$ cat src/rtl/step_sequencer.sv
// step_sequencer
//   Steps through NUM_STEPS steps. Step i lasts dwell[i]+1 cycles. The dwell
//   table is written through the cfg_* port while the sequencer is not running.
//   A sequence either finishes (done strobe) or wraps back to step 0 when
//   loop_mode is set. It can be aborted with halt (aborted strobe).
//
// Ports
//   __clk      : sole clock, all state changes on its rising edge
//   __rst_n    : synchronous active-low reset (also clears the dwell table)
//   start      : begin a sequence, honoured only while idle
//   halt       : abort a running sequence (wins over start and step ends)
//   loop_mode  : wrap from the last step to step 0 instead of finishing
//   cfg_we     : dwell table write strobe
//   cfg_idx    : dwell table entry to write
//   cfg_dwell  : dwell value to write
//   state      : FSM state code (0 idle, 1 run, 2 done)
//   step_idx   : current step number
//   step_pulse : strobe on the final cycle of each step
//   busy       : high while running
//   done       : strobe for the single done cycle
//   aborted    : strobe in the idle cycle that follows a halt
//   cfg_err    : strobe in the cycle after a rejected table write
module step_sequencer #(
  parameter int NUM_STEPS = 4,
  parameter int CNT_WIDTH = 8,
  parameter int IDX_WIDTH = 2
) (
  input  logic                 __clk,
  input  logic                 __rst_n,
  input  logic                 start,
  input  logic                 halt,
  input  logic                 loop_mode,
  input  logic                 cfg_we,
  input  logic [IDX_WIDTH-1:0] cfg_idx,
  input  logic [CNT_WIDTH-1:0] cfg_dwell,
  output logic [7:0]           state,
  output logic [IDX_WIDTH-1:0] step_idx,
  output logic                 step_pulse,
  output logic                 busy,
  output logic                 done,
  output logic                 aborted,
  output logic                 cfg_err
);

  // Table address width: just enough bits to address NUM_STEPS entries.
  localparam int AW = (NUM_STEPS > 1) ? $clog2(NUM_STEPS) : 1;

  localparam logic [7:0] ST_IDLE = 8'd0;
  localparam logic [7:0] ST_RUN  = 8'd1;
  localparam logic [7:0] ST_DONE = 8'd2;

  localparam logic [IDX_WIDTH-1:0] LAST_IDX = IDX_WIDTH'(NUM_STEPS - 1);
  localparam logic [AW-1:0]        ADDR0    = '0;

  logic [7:0]           state_q, state_d;
  logic [IDX_WIDTH-1:0] step_idx_q, load_idx;
  logic [AW-1:0]        load_addr, cfg_addr;
  logic [CNT_WIDTH-1:0] cnt_q;
  logic [CNT_WIDTH-1:0] dwell [NUM_STEPS];
  logic                 aborted_q, cfg_err_q;
  logic                 step_end, last_step, cfg_idx_ok, cfg_accept;

  // A step ends when its counter has reached zero. A halt in the same cycle
  // takes priority, so the step end (and its pulse) does not happen.
  assign step_end   = (state_q == ST_RUN) && !halt && (cnt_q == '0);
  assign last_step  = (step_idx_q == LAST_IDX);
  assign load_idx   = last_step ? '0 : step_idx_q + IDX_WIDTH'(1);
  assign load_addr  = load_idx[AW-1:0];
  assign cfg_addr   = cfg_idx[AW-1:0];
  assign cfg_idx_ok = (33'(cfg_idx) < 33'(NUM_STEPS));
  assign cfg_accept = cfg_we && (state_q != ST_RUN) && cfg_idx_ok;

  // State register
  always_ff @(posedge __clk) begin
    if (!__rst_n) state_q <= ST_IDLE;
    else          state_q <= state_d;
  end

  // Next-state logic
  always_comb begin
    state_d = state_q;
    unique case (state_q)
      ST_IDLE: if (start && !halt) state_d = ST_RUN;
      ST_RUN: begin
        if (halt)                                 state_d = ST_IDLE;
        else if (step_end && last_step && !loop_mode) state_d = ST_DONE;
      end
      ST_DONE: state_d = ST_IDLE;
      default: state_d = ST_IDLE;
    endcase
  end

  // Outputs decoded from the current state
  always_comb begin
    busy       = (state_q == ST_RUN);
    done       = (state_q == ST_DONE);
    step_pulse = step_end;
  end

  // Step index, dwell counter, dwell table and registered strobes
  always_ff @(posedge __clk) begin
    if (!__rst_n) begin
      step_idx_q <= '0;
      cnt_q      <= '0;
      aborted_q  <= 1'b0;
      cfg_err_q  <= 1'b0;
      for (int i = 0; i < NUM_STEPS; i++) dwell[i] <= '0;
    end else begin
      aborted_q <= (state_q == ST_RUN) && halt;
      cfg_err_q <= cfg_we && !cfg_accept;
      if (cfg_accept) dwell[cfg_addr] <= cfg_dwell;

      unique case (state_q)
        ST_IDLE: begin
          if (start && !halt) begin
            step_idx_q <= '0;
            cnt_q      <= dwell[ADDR0];
          end
        end
        ST_RUN: begin
          if (halt) begin
            step_idx_q <= '0;
            cnt_q      <= '0;
          end else if (cnt_q != '0) begin
            cnt_q <= cnt_q - CNT_WIDTH'(1);
          end else if (!last_step || loop_mode) begin
            // Advance to the next step, or wrap to step 0 in loop mode.
            step_idx_q <= load_idx;
            cnt_q      <= dwell[load_addr];
          end else begin
            // Sequence complete; park the index at 0 for the done cycle.
            step_idx_q <= '0;
          end
        end
        default: ;
      endcase
    end
  end

  assign state    = state_q;
  assign step_idx = step_idx_q;
  assign aborted  = aborted_q;
  assign cfg_err  = cfg_err_q;

endmodule

$ cat config.mk
export PLATFORM = sky130hd
export DESIGN_NAME = step_sequencer
export DESIGN_NICKNAME = d
export VERILOG_FILES = /design/src/rtl/step_sequencer.sv
export SDC_FILE = /design/constraint.sdc
export NUM_CORES = 1
export LEC_CHECK = 0
export BUFFER_PORTS_ARGS = -buffer_cell sky130_fd_sc_hd__buf_2
export CAP_MARGIN = 20
export CORE_AREA = 3 3 82 84
export DETAILED_ROUTE_END_ITERATION = 8
export DIE_AREA = 0 0 85 87
export PLACE_DENSITY_LB_ADDON = 0.15
export SETUP_SLACK_MARGIN = 0.2
export SYNTH_ARGS = -nofsm -noshare
export SYNTH_HDL_FRONTEND = slang
export SYNTH_SLANG_ARGS = --single-unit
$ cat constraint.sdc
create_clock -name __clk -period 2.3 [get_ports __clk]
set_input_delay 0.115 -clock __clk [delete_from_list [all_inputs] [get_ports __clk]]
set_output_delay 0.115 -clock __clk [all_outputs]
set_load 0.03 [all_outputs]
======== Word level (Yosys, flattened, before mapping) ========
Memories as Yosys holds them, arrays and structs flattened.
Cells that the tools add are included.
operators by class
  shifts and indexed selects .............. 0
  bitwise gates (word level) .............. 0
  div/mod/pow operators ................... 0
  magnitude comparators ................... 0
  $add $sub $neg .......................... 2
  reductions and logical operators ........ 21
  eq/ne operators ......................... 8
  $mul .................................... 0
  muxes and demuxes ....................... 22
operators by type and width
  operator                                               count
  two-way mux 8 bit                                      8
  case mux 8 bit (2 select lines)                        2
  zero test 8 bit                                        2
  two-way mux 2 bit                                      6
  equality test 8 x 1 -> 1 bit, second input constant    1
  equality test 8 x 2 -> 1 bit, second input constant    1
  logical AND 1 bit                                      8
  inequality test 8 x 1 -> 1 bit, second input constant  1
  nonzero test 8 bit                                     1
  OR reduction 8 bit                                     1
  subtractor 8 x 1 -> 8 bit, second input constant       1
  AND reduction 3 bit                                    2
  two-way mux 1 bit                                      5
  zero test 1 bit                                        4
  inequality test 4 x 2 -> 1 bit, second input constant  1
  case mux 2 bit (2 select lines)                        1
  inequality test 3 x 2 -> 1 bit, second input constant  1
  inequality test 3 bit, second input constant           1
  adder 2 x 1 -> 2 bit, second input constant            1
  equality test 2 bit, second input constant             1
  inequality test 2 bit, second input constant           1
  AND reduction 2 bit                                    1
  nonzero test 2 bit                                     1
  logical OR 1 bit                                       1
storage, ports and cells
  latch bits .............................. 0
  word-level logic and storage cells ...... 59
  RAM bits ................................ 32
  memories ................................ 1
  ROM bits ................................ 0
  flip-flop bits (word level) ............. 20
memory list
  name   depth  bits a word  rd ports  clocked after Yosys merged registers in  wr ports  line  RTL
  dwell  4      8            2         0                                        4         59    logic [CNT_WIDTH-1:0] dwell [NUM_STEPS];

======== Longest topological paths before layout ========
Gate-level depths: netlist of the first run.
  depth after elaboration ................. 8
  depth in mapped cells ................... 7
  gate-level depth less buffers ........... 7

======== Worst setup path after synthesis of the first run ========
Ideal clock, no wire load.
  kind .................................... reg2reg
  from .................................... register step_idx_q[0], in the netlist step_idx[0]
  to ...................................... register cnt_q[7]
  setup slack ............................. 146 ps
  buffers on the path ..................... 0
  arrival time ............................ 2023 ps
  setup time .............................. 131 ps
  clock period less this slack ............ 2154 ps
  cell stages (with the launch flop) ...... 6
  path through ............................ dfxtp_1 ha_1 nor2_2 mux4_2 a221oi_1 o22ai_1
on the way
  longest elaborated chain between the ends .. 7
RTL lines
  element                                                      line    RTL
  from (decl)                                                  56      logic [IDX_WIDTH-1:0] step_idx_q, load_idx;
  from (signal assigned)                                       128     step_idx_q <= load_idx;
  adder 2 x 1 -> 2 bit or equality test 2 bit (tied branches)  67, 66
  two-way mux 2 bit                                            67      assign load_idx = last_step ? '0 : step_idx_q + IDX_WIDTH'(1);
  memory read (4 x 8 bit)                                      n/a
  two-way mux 8 bit                                            126     end else if (!last_step || loop_mode) begin
  two-way mux 8 bit                                            124     end else if (cnt_q != '0) begin
  two-way mux 8 bit                                            121     if (halt) begin
  case mux 8 bit (2 select lines)                              113     unique case (state_q)
  to (signal assigned)                                         117     cnt_q <= dwell[ADDR0];
  to (signal assigned)                                         125     cnt_q <= cnt_q - CNT_WIDTH'(1);
  to (signal assigned)                                         129     cnt_q <= dwell[load_addr];
  to (decl)                                                    58      logic [CNT_WIDTH-1:0] cnt_q;
Several ways; a longest one is shown, not always the timed one. The select of a mux whose other input is x is not followed.
A chain may end at the register's enable or synchronous reset.

======== Worst setup path in the final report of the first run ========
  from .................................... register cnt_q[0]
  to ...................................... output port step_pulse
on the way
  longest elaborated chain between the ends .. 2
RTL lines
  element            line  RTL
  zero test 8 bit    65    assign step_end = (state_q == ST_RUN) && !halt && (cnt_q == '0);
  logical AND 1 bit  65
  to (decl)          38    output logic step_pulse,
Every way passes these cells.

==> results of run 1 <==
==> worst max-delay path, stage by stage (launching register included) <==
cell	delay [ns]
dfxtp_1	0.33
inv_1	0.10
ha_1	0.21
or4b_4	0.51
nor3_4	0.26
buf_4	0.20
==> logic make-up after synthesis <==
kind of cell / after synthesis
other: 1
XOR/XNOR: 1
adder cells (fa/ha/maj): 3
multiplexers: 10
flip-flops: 46
AO/OA/AOI/OAI: 35
buffers and inverters: 17
AND/OR/NAND/NOR: 93
==> per-layer routing <==
metal | wire [µm] | vias up | GRT usage, %
met2 | 2277 | 34 | 21.47
met4 | 57 | 0 | 4.460
met5 | 0 | - | 0
met1 | 2364 | 756 | 19.24
li1 | - | 821 | -
met3 | 167 | 5 | 2.460
==> Yosys cell counts (4+ instances only) <==
master    instances  share of area, %
and2_1           33               8.7
edfxtp_1         32                41
dfxtp_1          14                12
nand2_1          14               2.2
mux4_2            8               7.6
nor2_1            8               1.3
and3_1            7               1.8
o21ai_0           7               1.5
a21oi_1           6               1.3
buf_4             6               1.9
inv_1             6              0.95
nand2b_1          6               1.6
a31oi_1           4               1.1
clkbuf_1          4              0.63
nor2b_1           4               1.1
==> placed cells by master, fill, tap and decap left out, drive strengths merged, types with 2 or more instances in the layout <==
master	Yosys	layout
nand2b	6	6
a211oi	3	3
and2	33	33
o22ai	3	3
conb	1	6
dfxtp	14	14
nand2	14	14
buf	7	35
a31oi	4	4
edfxtp	32	32
a221oi	2	2
mux4	8	8
nor2	9	9
a22oi	2	2
o21ai	7	7
nand3	2	2
ha	3	3
nor3b	3	3
nor3	5	5
nand4	2	2
nor2b	4	4
and3	7	7
a21oi	7	7
inv	6	6
clkinvlp	0	2
clkbuf	4	5
==> area by class of cell <==
type | count | area [µm²] | area share (%)
Sequential cell | 46 | 1241 | 45.50
Multi-Input combinational cell | 148 | 1065 | 39.04
Timing Repair Buffer | 35 | 221.5 | 8.119
Tap cell | 75 | 93.84 | 3.440
Clock buffer | 5 | 68.82 | 2.523
Inverter | 6 | 22.52 | 0.8257
Clock inverter | 2 | 15.01 | 0.5505
==> registers in the layout, indices dropped and copies added (netlist names) <==
| signal | flops |
|---|---|
| cfg_err | 1 |
| step_idx | 2 |
| aborted | 1 |
| cnt_q | 8 |
| dwell | 32 |
| state | 2 |
==> power by group <==
group / internal, µW / total [µW] / switching [µW]
Combinational: 105 / 254 / 150
Sequential: 931 / 956 / 25.4
Clock: 208 / 485 / 277
==> final timing paths <==
path | endpoint | slack, ns | cells past startpoint
max reg2reg | cnt_q[1]$_SDFFE_PN0P_ | 0.32 | 7
min | state[0]$_SDFFE_PN0P_ | 0.09 | 3
max | step_pulse | 0.29 | 5
min reg2reg | cnt_q[4]$_SDFFE_PN0P_ | 0.50 | 2
==> through the flow <==
| stage | instances | area (µm²) | util [%] | power, µW |
|---|---|---|---|---|
| finish | 317 | 2728 | 45.53 | 1696 |
| global route | 317 | 2728 | 45.53 | 1777 |
| CTS | 314 | 2686 | 44.84 | 1708 |
| detailed placement | 306 | 2595 | 43.32 | 1228 |
| global placement | 306 | 2595 | 43.32 | 1228 |
| floorplan | 211 | 2392 | - | 1154 |
==> repair_timing <==
item                       4_1_cts  5_1_grt
pin swaps                        1        1
setup endpoints to repair        1        7
hold endpoints to repair         0        0
cloned                           0        0
resized for setup                0        3
buffers inserted                 1        3
==> results by group, run 1 <==
Status
  – Status: complete, no violations

Timing
  – Layout Skew: slightly below 0.008 ns
  – Minimum clock period: 2.010 ns
  – Max-slew violation count: 0
  – Sum of negative setup slack: 0 ns
  – Hold WS: 0.09089 ns
  – Period utilization: roughly 90%
  – Slew HR: between 50% and 60%
  – Worst slew pin tran: between 0.6 and 0.7 ns
  – Worst setup margin: slightly below 0.3 ns
  – RSZ-0062 raised after global routing: true
  – FMAX: between 0.4 and 0.5 GHz
  – Final setup violation count: 0
  – Final hold vios: 0

Layout
  – N_diodes: 0
  – Filler Cells Inserted: 548
  – Share of post-route cells with drive strength above 1: 23.97%
  – Synthesis-to-finish area growth: 15.16%
  – Final Net Count: about 260

Clock network
  – Max Buffers Root-to-Sink: 2
  – Clock H-tree levels: 2
  – Root buffer cell: clkbuf_8
  – CTS Buf Count: 5
  – TritonCTS clock tree: yes
  – CTS Sinks: 46
  – Clk slew on worst S/H paths: 0.09 ns
  – CTS hold repair buffers: 0
  – Skew-Pair Late Insertion Delay: roughly 0.29 ns

Logic synthesis
  – Post-synthesis adder-cell area fraction: ~1.6%
  – Largest family of logic cells by synthesized area: simple AND/OR/NAND/NOR gates
  – Post-Syn Instances: 206
  – Post-synthesis cell area: about 2400 µm²
  – Register area share after synthesis: 52.40%
  – Complex-gate fraction of the synthesized area: under 10%
  – #FFs+latches synth: 46
  – Syn Area/Cell: 11.50 µm²
  – Synth Flop Type: edfxtp_1
  – EDFF count, synth: 32
  – Post-synthesis mux area share: 8.505%
  – Simple-gate share of the synthesized area: between 20% and 30%
  – Post-Synth XOR/XNOR Area: less than 1%
  – Synth cell types: 48
  – Async set-reset flop share out of synthesis: 0%
  – Ys Warns: 0

Floorplanning
  – Core box area: 5991 µm²
  – Chip Width: around 85 µm
  – Top Ports: 31
  – Chip Height: approximately 87 µm
  – Site Rows: 28
  – Die area: 7395 µm²
  – Initial core utilization: about two fifths

Routing
  – 1st-iter DRT viols: 65
  – Wire per inst: 15.35 µm
  – DRT Pass-1 Iters: 4
  – Via density: between 5 and 6
  – Final wirelength: between 4000 and 5000 µm
  – Routed Antenna Nets: 0
  – Via count: between 1500 and 2000
  – Remaining DRCs: 0

Setup path
  – Crit-path max FO: 4
  – Worst setup startpoint: cnt_q[0]$_SDFFE_PN0P_
  – Setup Crit Path Kind: flop to output port
  – WP data required: 2.18 ns
  – RR Startpoint: cnt_q[0]$_SDFFE_PN0P_
  – Worst Setup End Kind: output port
  – CP Launch Type: flop
  – Worst path arrival time: 1.89 ns

Placed design
  – Placer Congestion: about 0.8
  – Hpwl dp: roughly 3800 µm
  – I/O Buffers: 24
  – Pre-CTS setup slack: 0.2923 ns

Power
  – Leakage: around 0.0011 µW
  – PwrDens: 621.8 nW/µm²
  – VDD IR-drop max: between 0.3 and 0.4 mV

Hold path
  – Worst min path class: input pin to flop
  – HP Start: start

Global route
  – First-pass GRT wire length: 7900 µm
  – Vias in the first global route: around 1500
  – Pin count of the biggest net entering global routing: 22
  – Number of antenna violations at the first check in global routing: 0
  – GRT Residual Overflow: 0
  – Total track usage: 13.68%

Run
  – Maxcap violations: 0
No activity file was read; power rests on OpenSTA's default activity.
==> run 2, diff against run 1 <==
BUFFER_PORTS_ARGS = -buffer_cell sky130_fd_sc_hd__buf_4   (was -buffer_cell sky130_fd_sc_hd__buf_2)
CTS_BUF_LIST = sky130_fd_sc_hd__clkbuf_16   (was not set)
==> run 2 against run 1 <==
Compared with the run above: critical path depth stayed put; global-route usage increased by 0.40 points; combinational power up 4%; sequential share of layout area shrank 1.9 points; utilization grew 2.0 points; sequential power barely moved; largest power group unchanged.
==> results by group, run 2 (same netlist as run 1, synthesis figures left out) <==
Routing
  – WL met3: 119 µm (was 167 µm)
  – Via count: 1593 (was 1616)
  – WL met2: 2381 µm (was 2277 µm)
  – DRT Pass-1 Iters: 4 (unchanged)
  – Final wirelength: 4871 µm (was 4866 µm)
  – Post-Route M1 WL: 2324 µm (was 2364 µm)
  – Via density: 5.009 (was 5.098)
  – Remaining DRCs: 0 (unchanged)
  – Routed Antenna Nets: 0 (unchanged)
  – Wire per inst: 15.32 µm (was 15.35 µm)
  – 1st-iter DRT viols: 70 (was 65)
  – Highest Signal Layer: met4 (unchanged)

Power
  – Leakage: 0.001132 µW (was 0.001082 µW)
  – VDD IR-drop max: 0.3273 mV (was 0.3042 mV)
  – PwrDens: 683.6 nW/µm² (was 621.8 nW/µm²)

Global route
  – Number of antenna violations at the first check in global routing: 0 (unchanged)
  – GRT Residual Overflow: 0 (unchanged)
  – Pin count of the biggest net entering global routing: 23 (was 22)
  – First-pass GRT wire length: 8045 µm (was 7900 µm)
  – Total track usage: 14.09% (was 13.68%)
  – Vias in the first global route: 1590 (was 1546)

Clock network
  – Root buffer cell: clkbuf_16 (was clkbuf_8)
  – Skew-Pair Late Insertion Delay: 0.28 ns (was 0.29 ns)
  – Max Buffers Root-to-Sink: 2 (unchanged)
  – Clock H-tree levels: 2 (unchanged)
  – CTS hold repair buffers: 0 (unchanged)
  – TritonCTS clock tree: yes (unchanged)
  – Clk slew on worst S/H paths: 0.07 ns (was 0.09 ns)
  – CTS Sinks: 46 (unchanged)
  – CTS Buf Count: 5 (unchanged)

Layout
  – N_diodes: 0 (unchanged)
  – Commonest cells after routing, fill and taps aside: buf_4, and2_1, edfxtp_1, nand2_1, dfxtp_1 (was and2_1, edfxtp_1, buf_2, nand2_1, dfxtp_1)
  – Area of the multi-input gates: 1067 µm² (was 1065 µm²)
  – Largest registers: dwell x32, cnt_q x8 (unchanged)
  – Synthesis-to-finish area growth: 20.23% (was 15.16%)
  – Share of post-route cells with drive strength above 1: 24.69% (was 23.97%)
  – Final Net Count: 261 (unchanged)
  – Register Area: 1241 µm² (unchanged)
  – Filler Cells Inserted: 559 (was 548)
  – Fin util: 47.54% (was 45.53%)
  – Max reg flops: 32 (unchanged)
  – Largest Register: dwell (unchanged)
  – Commonest non-fill, non-tap cell in the layout: buf_4 (was and2_1)

Floorplanning
  – Die area: 7395 µm² (unchanged)
  – Chip Width: 85 µm (unchanged)
  – Top Ports: 31 (unchanged)
  – Core box area: 5991 µm² (unchanged)
  – Initial core utilization: 39.54% (unchanged)
  – Chip Height: 87 µm (unchanged)
  – Site Rows: 28 (unchanged)

Hold path
  – Worst min path class: input pin to flop (unchanged)

Timing
  – Period utilization: 86.61% (was 87.39%)
  – Sum of negative setup slack: 0 ns (unchanged)
  – Slew HR: 52.75% (was 54.48%)
  – Final setup violation count: 0 (unchanged)
  – FMAX: 0.5020 GHz (was 0.4975 GHz)
  – Hold WS: 0.1218 ns (was 0.09089 ns)
  – Final hold vios: 0 (unchanged)
  – Minimum clock period: 1.992 ns (was 2.010 ns)
  – Worst setup margin: 0.3080 ns (was 0.2901 ns)
  – Worst slew pin tran: 0.7055 ns (was 0.6796 ns)
  – Layout Skew: 0.005819 ns (was 0.007936 ns)
  – Max-slew violation count: 0 (unchanged)
  – RSZ-0062 raised after global routing: false (was true)

Status
  – Status: complete, no violations (unchanged)

Setup path
  – WP data required: 2.18 ns (about the same)
  – CP Launch Type: flop (unchanged)
  – CP cell instances: inv_1, ha_2, or4b_4, nor3_4, buf_4 (was inv_1, ha_1, or4b_4, nor3_4, buf_4)
  – Worst path arrival time: 1.88 ns (was 1.89 ns)
  – Slowest CP cell: or4b_4 (unchanged)
  – Crit-path max FO: 4 (unchanged)
  – Setup Crit Path Kind: flop to output port (unchanged)
  – CP peak stage delay: 0.49 ns (was 0.51 ns)
  – Worst Setup End Kind: output port (unchanged)

Run
  – Maxcap violations: 0 (unchanged)

Placed design
  – Placer Congestion: 0.8421 (was 0.8203)
  – Hpwl dp: 3823 µm (was 3780 µm)
  – Pre-CTS setup slack: 0.2678 ns (was 0.2923 ns)
  – I/O Buffers: 24 (unchanged)
==> run 2: critical path, delay by kind of cell, from the launching register on <==
family                     cells  cell delay (ns)
buffers and inverters          2             0.31
DFF                            1             0.32
adders and majority gates      1             0.20
and+or+nand+nor                2             0.75
==> run 2: metal layers <==
layer,vias up,global-route usage (%)
met5,-,0
met4,0,4.748
met3,4,2.365
met2,23,23.66
met1,741,18.52
li1,825,-
==> run 2: cell type report <==
class                      count  share of cell area (%)
sequential                    46                   43.59
multi-input combinational    148                   37.48
timing repair buffer          35                   9.666
clock buffer                   5                   4.394
tap                           75                   3.295
clock inverter                 3                  0.7909
inverter                       6                  0.7909
==> run 2: metrics by stage <==
step                      instance area (µm²)  power, µW  instances
after floorplan                          2392       1154        211
after global placement                   2648       1236        305
after detailed placement                 2648       1236        305
after CTS                                2810       1969        315
after global routing                     2848       2037        318
final                                    2848       1947        318
==> run 2: timing repair <==
item / 4_1_cts / 5_1_grt
resized for setup: 0 / 1
setup buffers: 2 / 3
pin swaps: 1 / 1
setup endpoints to repair: 1 / 6
==> run 2: path summary, 6_finish.rpt <==
check | start | endpoint | slack, ns | cells after the start
worst max register to register | step_idx[0]$_SDFFE_PN0P_ | cnt_q[3]$_SDFFE_PN0P_ | 0.34 | 6
worst min-delay path | start | state[0]$_SDFFE_PN0P_ | 0.12 | 3
worst min register to register | cnt_q[4]$_SDFFE_PN0P_ | cnt_q[4]$_SDFFE_PN0P_ | 0.49 | 2
worst max-delay path | cnt_q[0]$_SDFFE_PN0P_ | step_pulse | 0.31 | 5
==> run 2: report_power, final <==
group	switching [µW]	internal (µW)
Clock	318	409
Combinational	150	113
Sequential	25.1	932
Total	493	1450
==> run 3, diff against run 2 <==
CTS_BUF_LIST = not set   (was sky130_fd_sc_hd__clkbuf_16)
==> run 3 against run 2 <==
Compared with the run above: combinational power hardly changed; sequential power hardly changed; setup slack worse by 0.0051 ns; clock power down 29%; via count up 0.13%; critical endpoint unchanged; largest cell class unchanged.
==> results by group, run 3 (same netlist as run 1, synthesis figures left out) <==
Floorplanning
  – Initial core utilization: 39.54% (unchanged)
  – Chip Height: 87 µm (unchanged)
  – Core box area: 5991 µm² (unchanged)
  – Site Rows: 28 (unchanged)
  – Chip Width: 85 µm (unchanged)
  – Die area: 7395 µm² (unchanged)
  – Top Ports: 31 (unchanged)

Global route
  – GRT Residual Overflow: 0 (unchanged)
  – Pin count of the biggest net entering global routing: 23 (unchanged)
  – Number of antenna violations at the first check in global routing: 0 (unchanged)
  – First-pass GRT wire length: 8059 µm (was 8045 µm)
  – Vias in the first global route: 1589 (was 1590)
  – Total track usage: 14.11% (was 14.09%)

Layout
  – N_diodes: 0 (unchanged)
  – Final Net Count: 260 (was 261)
  – Filler Cells Inserted: 568 (was 559)
  – Register Area: 1241 µm² (unchanged)
  – Max reg flops: 32 (unchanged)
  – Area of the multi-input gates: 1075 µm² (was 1067 µm²)
  – Synthesis-to-finish area growth: 17.86% (was 20.23%)
  – Share of post-route cells with drive strength above 1: 24.38% (was 24.69%)
  – Post-route insts no fill: 317 (was 318)
  – Commonest cells after routing, fill and taps aside: and2_1, buf_4, edfxtp_1, nand2_1, dfxtp_1 (was buf_4, and2_1, edfxtp_1, nand2_1, dfxtp_1)
  – Fin util: 46.60% (was 47.54%)
  – Largest registers: dwell x32, cnt_q x8 (unchanged)
  – Largest Register: dwell (unchanged)
  – Post-route cell area: 2791 µm² (was 2848 µm²)

Status
  – Status: complete, no violations (unchanged)

Routing
  – Via count: 1595 (was 1593)
  – DRT Pass-1 Iters: 4 (unchanged)
  – Routed Antenna Nets: 0 (unchanged)
  – Wire per inst: 15.38 µm (was 15.32 µm)
  – Final wirelength: 4876 µm (was 4871 µm)
  – Remaining DRCs: 0 (unchanged)
  – Via density: 5.032 (was 5.009)
  – 1st-iter DRT viols: 76 (was 70)

Timing
  – RSZ-0062 raised after global routing: true (was false)
  – Sum of negative setup slack: 0 ns (unchanged)
  – Layout Skew: 0.009751 ns (was 0.005819 ns)
  – Minimum clock period: 1.997 ns (was 1.992 ns)
  – FMAX: 0.5007 GHz (was 0.5020 GHz)
  – Final hold vios: 0 (unchanged)
  – Max-slew violation count: 0 (unchanged)
  – Final setup violation count: 0 (unchanged)
  – Slew HR: 51.87% (was 52.75%)
  – Period utilization: 86.83% (was 86.61%)
  – Worst slew pin tran: 0.7185 ns (was 0.7055 ns)

Setup path
  – Slowest CP cell: or4b_4 (unchanged)
  – Worst path arrival time: 1.88 ns (about the same)
  – WP data required: 2.18 ns (about the same)
  – WP buf/inv: 2 (unchanged)
  – Crit-path max FO: 4 (unchanged)
  – RR Startpoint: step_idx[0]$_SDFFE_PN0P_ (unchanged)
  – CP cell instances: inv_1, ha_2, or4b_4, nor3_4, buf_4 (unchanged)
  – CP Launch Type: flop (unchanged)
  – Reg2reg path depth: 6 (unchanged)
  – Setup Crit Path Kind: flop to output port (unchanged)
  – Cell family with most CP delay: simple AND/OR/NAND/NOR gates (unchanged)
  – Reg2reg end: cnt_q[3]$_SDFFE_PN0P_ (unchanged)
  – CP peak stage delay: 0.49 ns (about the same)
  – Worst Setup End Kind: output port (unchanged)
  – Worst reg2reg setup slack: 0.32 ns (was 0.34 ns)

Clock network
  – Max Buffers Root-to-Sink: 2 (unchanged)
  – Skew-Pair Late Insertion Delay: 0.30 ns (was 0.28 ns)
  – CTS Sinks: 46 (unchanged)
  – Root buffer cell: clkbuf_8 (was clkbuf_16)
  – Clock H-tree levels: 2 (unchanged)
  – CTS Buf Count: 5 (unchanged)
  – TritonCTS clock tree: yes (unchanged)
  – Clk slew on worst S/H paths: 0.10 ns (was 0.07 ns)

Power
  – PwrDens: 623.1 nW/µm² (was 683.6 nW/µm²)
  – VDD IR-drop max: 0.2547 mV (was 0.3273 mV)
  – Leakage: 0.001102 µW (was 0.001132 µW)
  – PnR Total Power: 1739 µW (was 1947 µW)

Hold path
  – HP Start: start (unchanged)
  – Worst Hold Path Cells: 3 (unchanged)
  – Hold endpoint: state[0]$_SDFFE_PN0P_ (unchanged)
  – Worst min path class: input pin to flop (unchanged)

Placed design
  – Placed cells: 305 (unchanged)
  – Placed cell area: 2648 µm² (unchanged)
  – Placer Congestion: 0.8421 (unchanged)
  – I/O Buffers: 24 (unchanged)
  – Hpwl dp: 3823 µm (unchanged)

Run
  – Maxcap violations: 0 (unchanged)
[run 3: cell count changes in the layout (fill, tap and decap cells not counted), sizes merged]
cell  delta
buf      -1
[run 3: how the worst max path moves through the flow]
stage | end | start | slack (ns) | depth (start not counted)
floorplan | cnt_q[7]$_SDFFE_PN0P_ | step_idx[0]$_SDFFE_PN0P_ | 0.28 | 5
global placement | cnt_q[4]$_SDFFE_PN0P_ | step_idx[0]$_SDFFE_PN0P_ | 0.30 | 6
detailed placement | cnt_q[2]$_SDFFE_PN0P_ | step_idx[0]$_SDFFE_PN0P_ | 0.27 | 5
CTS | cnt_q[2]$_SDFFE_PN0P_ | step_idx[0]$_SDFFE_PN0P_ | 0.24 | 5
global route | cnt_q[4]$_SDFFE_PN0P_ | cnt_q[0]$_SDFFE_PN0P_ | 0.19 | 8
finish | step_pulse | cnt_q[0]$_SDFFE_PN0P_ | 0.30 | 5
[run 3: through the flow]
stage                     setup WS [ns]  hold slack [ns]
after global routing             0.1882           0.1047
after detailed placement         0.2678           0.4167
final                            0.3029           0.1062
after floorplan                  0.2759           0.2609
after global placement           0.2991           0.4165
after CTS                        0.2427          0.09915
[run 3: layout make-up]
| cell class | instances | area share, % |
|---|---|---|
| well taps | 75 | 3.362 |
| clock buffers | 5 | 2.465 |
| clock inverters | 3 | 0.8068 |
| inverters | 6 | 0.8068 |
| flip-flops and latches | 46 | 44.46 |
| repair buffers | 34 | 9.592 |
| multi-input cells | 148 | 38.50 |
[run 3: worst register-to-register path, cell delays in order, from the launching register on]
cell and delay (ns):
dfxtp_1 0.37, ha_1 0.26, nand2b_1 0.18, nor3b_1 0.10
a31oi_1 0.58, nand2_1 0.25, o32ai_1 0.15
[run 3: layer usage]
layer,part of all wire [%],track usage [%],wire (µm)
met5,0,0,0
met4,0.62,4.748,30
met3,3.1,2.365,152
met2,49,23.73,2392
met1,47,18.52,2300
[run 3: repair_timing]
item,CTS,global route
gates resized for setup,0,2
hold buffers,0,0
pin swaps,1,1
setup endpoints to repair,1,8
buffers inserted,1,3
[run 3: report_power, final]
| group | internal, µW | switching (µW) | leakage, µW |
|---|---|---|---|
| Combinational | 113 | 151 | 0.000611 |
| Clock | 220 | 298 | 0.0000489 |
| Sequential | 931 | 25.0 | 0.000442 |
| Total | 1260 | 475 | 0.00110 |
